$ cat src/rtl/tube_scan_ctrl.sv
// Scan driver for eight multiplexed 7-segment tubes: double-buffered image,
// frame-aligned commit, and a blanking gap ahead of every lit digit.
//
//   state   | meaning
//   --------+------------------------------------------------------------
//   S_BLANK | all tube outputs off for BLANK_CYCLES; cnt=0 at idx 0 = commit
//   S_ON    | digit idx driven for DIGIT_CYCLES, then idx advances mod 8
module tube_scan_ctrl #(
    parameter int DIGIT_CYCLES = 40000,
    parameter int BLANK_CYCLES = 400
) (
    input  logic        clk,
    input  logic        reset,
    input  logic        wr_valid,
    output logic        wr_ready,
    input  logic [63:0] wr_seg,
    input  logic [7:0]  wr_mask,
    output logic        frame_done,
    output logic [7:0]  tube_l,
    output logic [7:0]  tube_r,
    output logic [7:0]  tube_en
);

    localparam int MAX_CYCLES = (DIGIT_CYCLES > BLANK_CYCLES) ? DIGIT_CYCLES : BLANK_CYCLES;
    localparam int CW = (MAX_CYCLES > 1) ? $clog2(MAX_CYCLES) : 1;
    localparam logic [CW-1:0] BLANK_LAST = CW'(BLANK_CYCLES - 1);
    localparam logic [CW-1:0] DIGIT_LAST = CW'(DIGIT_CYCLES - 1);

    localparam logic S_BLANK = 1'b0;
    localparam logic S_ON    = 1'b1;

    logic          state, state_n;
    logic [2:0]    idx, idx_n;
    logic [CW-1:0] cnt, cnt_n;

    logic [63:0]   pend_seg;
    logic [7:0]    pend_mask;
    logic          pend_valid;
    logic [63:0]   active_seg, active_seg_n;
    logic [7:0]    active_mask, active_mask_n;

    logic          accept;
    logic          commit;
    logic          lit_n;
    logic [7:0]    byte_n;
    logic [7:0]    tube_en_n, tube_l_n, tube_r_n;
    logic          frame_done_n;

    assign wr_ready = ~pend_valid;
    assign accept   = wr_valid & ~pend_valid;
    assign commit   = (state == S_BLANK) && (idx == 3'd0) && (cnt == '0);

    always_comb begin
        state_n = state;
        idx_n   = idx;
        cnt_n   = cnt + CW'(1);
        if (state == S_BLANK) begin
            if (cnt == BLANK_LAST) begin
                state_n = S_ON;
                cnt_n   = '0;
            end
        end else begin
            if (cnt == DIGIT_LAST) begin
                state_n = S_BLANK;
                cnt_n   = '0;
                idx_n   = idx + 3'd1;
            end
        end
    end

    // Outputs are registered from next-cycle values so they line up with the
    // slot state of the same cycle rather than lagging by one.
    always_comb begin
        active_seg_n  = active_seg;
        active_mask_n = active_mask;
        if (commit && pend_valid) begin
            active_seg_n  = pend_seg;
            active_mask_n = pend_mask;
        end
        lit_n        = (state_n == S_ON) && active_mask_n[idx_n];
        byte_n       = active_seg_n[{idx_n, 3'b000} +: 8];
        tube_en_n    = lit_n ? (8'd1 << idx_n) : 8'd0;
        tube_l_n     = (lit_n && !idx_n[2]) ? byte_n : 8'd0;
        tube_r_n     = (lit_n &&  idx_n[2]) ? byte_n : 8'd0;
        frame_done_n = (state_n == S_ON) && (idx_n == 3'd7) && (cnt_n == DIGIT_LAST);
    end

    always_ff @(posedge clk or negedge reset) begin
        if (!reset) begin
            state       <= S_BLANK;
            idx         <= 3'd0;
            cnt         <= '0;
            pend_seg    <= '0;
            pend_mask   <= '0;
            pend_valid  <= 1'b0;
            active_seg  <= '0;
            active_mask <= '0;
            tube_en     <= '0;
            tube_l      <= '0;
            tube_r      <= '0;
            frame_done  <= 1'b0;
        end else begin
            state       <= state_n;
            idx         <= idx_n;
            cnt         <= cnt_n;
            active_seg  <= active_seg_n;
            active_mask <= active_mask_n;
            if (accept) begin
                pend_seg  <= wr_seg;
                pend_mask <= wr_mask;
            end
            if (commit && pend_valid) begin
                pend_valid <= 1'b0;
            end else if (accept) begin
                pend_valid <= 1'b1;
            end
            tube_en    <= tube_en_n;
            tube_l     <= tube_l_n;
            tube_r     <= tube_r_n;
            frame_done <= frame_done_n;
        end
    end

endmodule

$ cat config.mk
export PLATFORM = sky130hd
export DESIGN_NAME = tube_scan_ctrl
export DESIGN_NICKNAME = d
export VERILOG_FILES = /design/src/rtl/tube_scan_ctrl.sv
export SDC_FILE = /design/constraint.sdc
export NUM_CORES = 1
export LEC_CHECK = 0
export CORE_ASPECT_RATIO = 1.1
export CORE_MARGIN = 10
export CORE_UTILIZATION = 60
export CTS_CLUSTER_DIAMETER = 40
export DETAILED_ROUTE_END_ITERATION = 8
export HOLD_SLACK_MARGIN = 0.12
export PLACE_DENSITY = 0.91
export SLEW_MARGIN = 10
export SYNTH_ARGS = -nofsm -noshare
export SYNTH_HDL_FRONTEND = slang
export SYNTH_SLANG_ARGS = --single-unit
$ cat constraint.sdc
create_clock -name clk -period 6.3 [get_ports clk]
set_input_delay 1.26 -clock clk [delete_from_list [all_inputs] [get_ports clk]]
set_output_delay 1.26 -clock clk [all_outputs]
set_load 0.1 [all_outputs]
==> impl_metrics.tcl <==
set metrics [dict create \
    wl_per_cell_um 21.71 \
    cts_tree "done" \
    drive_above_1_share 0.2878 \
    yosys-top-cells-area "dfrtp_1 59%, mux2_2 19%, mux2i_1 2.5%, nor2_1 1.4%, buf_6 1.2%" \
    dieArea_sq_mm 0.01860 \
    synth.distinct_cells 59 \
    port_buffers 100 \
    seq_area_frac_synth 0.5852 \
    start_util 0.6150 \
    cts_root_buf "clkbuf_16" \
    synth_ff_type "dfrtp_1" \
    path_cells "nor4_1, and3_2, buf_4, mux2_2, o211a_1, o211ai_1, nor2_1" \
    status "finished, final reports clean" \
    viasPerCell 5.895 \
    htreeDepth 4 \
    ctsResizeCount 0 \
    reg2reg_depth 7 \
    post_cts_buffers 0 \
    drt_iter0_markers 317 \
    min_path_type "reg2reg" \
    ctsLongestPathBuffers 2 \
    min_from "active_seg[13]" \
    fin_nets 761 \
    post_synth.cell_area_avg_sq_um 13.84 \
    place_congestion 0.8878 \
    path_class "reg2reg" \
    slew_violations 0 \
    hold_depth 2 \
    antenna_found_initial 0 \
    grt_pass1_vias 5524 \
    cap_viol_max_count 0 \
    wl_mm 18.58 \
    fmax_mhz 252.7 \
    async_flop_share 1.000 \
    fillers 827 \
    die_w_um 131.0 \
    crit_required_ns 6.56 \
    reg2reg_from "cnt[7]" \
    grt_usage 0.2091 \
    ioPinCount 101 \
    clkTransAtPathRegs_ns 0.07 \
    grt_pass1_wl_mm 30.06 \
    critPathMaxStageDelay_ns 0.76 \
    finalCritPeriodShare 0.6282 \
    place.detailed.hpwl_mm 12.98 \
    synth_seq_cells 190 \
    crit_path_start_kind "flop" \
    core_sq_mm 0.01321 \
    synth_edf_count 0 \
    setup_viol 0 \
    syn-num-nets 666 \
    cp_slowest_cell "and3_2" \
    fin_crit_ns 3.958 \
    relSlewSlack 0.2534 \
    fin_total_pwr_mw 2.688 \
    final_util 0.7441 \
    stdcell_count 856 \
    ys_warn_count 0 \
    first_pass_iters 4 \
    fin_setup_tns_ns 0 \
    netlist_instances 587 \
    diodes 0 \
    layout_common_cells "190 x dfrtp_1, 137 x mux2_2, 99 x clkdlybuf4s50_1, 31 x nor2_1" \
    cp_max_fo 45 \
    area_growth_pct 21.00 \
    power.leakage_nw 4.452 \
    synth_top_area_frac 0.5852 \
    worst-endpoint-arrival_ns 4.22 \
    rsz0062_at_grt "false" \
    ir_drop_v 0.0001616 \
    worstMarginPinSlew_ns 1.117 \
    seq_area_sq_mm 0.004755 \
    clock_latency_ns 0.43 \
    route.detailed.drc 0 \
    multi_input_area_sq_mm 0.003098 \
    clock_skew_ns 0.009145 \
    crit_start "cnt[7]" \
    grt_overflow_total 0 \
    netlist_area_sq_mm 0.008125 \
    grt_max_degree 85 \
    row_count 44 \
    finalHoldViolCount 0 \
    final_common_cell "dfrtp_1" \
    cts_sinks 190 \
    vias 5046 \
    hold_buffers 0 \
    ant_nets 0 \
    dp_cells 824 \
    yosys.area.top_type "dfrtp_1" \
    cts_made_buffers 17 \
    powerDensity_mw_per_mm2 273.4 \
    cp-end-kind "flop" \
    timing.hold.ws_ns 0.4801 \
    die_h_um 142.1 \
]
-- final cells by class --
| type | instances | share of cell area |
|---|---|---|
| clock buffer | 21 | 0.04683 |
| clock inverter | 11 | 0.01909 |
| inverter | 20 | 0.007636 |
| multi-input combinational | 346 | 0.3151 |
| sequential | 190 | 0.4836 |
| tap | 161 | 0.02049 |
| timing repair buffer | 107 | 0.1073 |
-- power breakdown --
| part | switching [mW] | internal [mW] |
|---|---|---|
| Sequential | 0.0476 | 1.30 |
| Combinational | 0.0612 | 0.105 |
| Clock | 0.447 | 0.723 |
-- worst paths after layout --
path / end / slack [ns]
max: tube_en[1] / 2.34
min: active_seg[13] / 0.48
max reg2reg: tube_en[1] / 2.34
min reg2reg: active_seg[13] / 0.48
max in group asynchronous: tube_l[1] / 4.17
min in group asynchronous: pend_seg[42] / 0.86
-- sequential cells by signal, indices dropped and copies added, names as in the netlist --
register	count
active_mask	8
active_seg	64
cnt	16
frame_done	1
idx	3
pend_mask	8
pend_seg	64
pend_valid	1
state	1
tube_en	8
tube_l	8
tube_r	8
-- worst max-delay path: cells and delay by family, from the launching register on --
| kind | cells | cell delay, ns |
|---|---|---|
| and+or+nand+nor | 3 | 1.50 |
| DFF | 1 | 0.49 |
| muxes | 1 | 0.43 |
| buffers and inverters | 1 | 0.65 |
| AOI/OAI and AO/OA | 2 | 0.72 |
-- per-layer routing --
metal,GRT usage,wire length (um)
met1,0.2489,7200
met2,0.3549,9817
met3,0.05516,1146
met4,0.07674,416
met5,0,0
-- per-stage QoR --
step | cell area (sq um) | setup WS, ns
floorplan | 8125 | 3.395
detailed placement | 9184 | 2.381
global placement | 9184 | 2.581
finish | 9832 | 2.342
global route | 9832 | 2.010
CTS | 9832 | 2.316
-- Yosys cell counts (2+ instances only) --
library cell / count
buf_4: 3
o21ba_2: 4
o211ai_1: 2
mux2_2: 137
a21oi_1: 5
buf_6: 9
and4_1: 3
o22ai_1: 3
and2_1: 5
o21ai_0: 2
nor4b_1: 3
nor3_1: 9
mux2i_1: 20
buf_2: 8
ha_1: 4
clkbuf_1: 10
nand4_1: 4
or3_1: 2
nand3_1: 13
nand2_1: 20
a22oi_1: 3
a221oi_1: 2
xnor2_1: 9
o221ai_1: 4
xor2_1: 7
or4_4: 2
a22o_1: 4
nor4_1: 4
clkinv_1: 2
a31oi_1: 2
mux2i_2: 2
and3_1: 7
nand4b_1: 3
inv_1: 18
dfrtp_1: 190
o211a_1: 2
nor2_1: 31
a211oi_1: 2
a2111oi_4: 3
nand2b_1: 3
nor3_2: 3
-- cells by family after synthesis --
| logic type | Yosys count | share of synthesized area |
|---|---|---|
| adders and majority gates | 4 | 0.006160 |
| muxes | 159 | 0.2179 |
| and+or+nand+nor | 119 | 0.08238 |
| buffers and inverters | 51 | 0.03465 |
| DFF | 190 | 0.5852 |
| AOI/OAI and AO/OA | 47 | 0.05451 |
| xor gates and xnor gates | 17 | 0.01925 |
No activity file was read; power rests on OpenSTA's default activity.
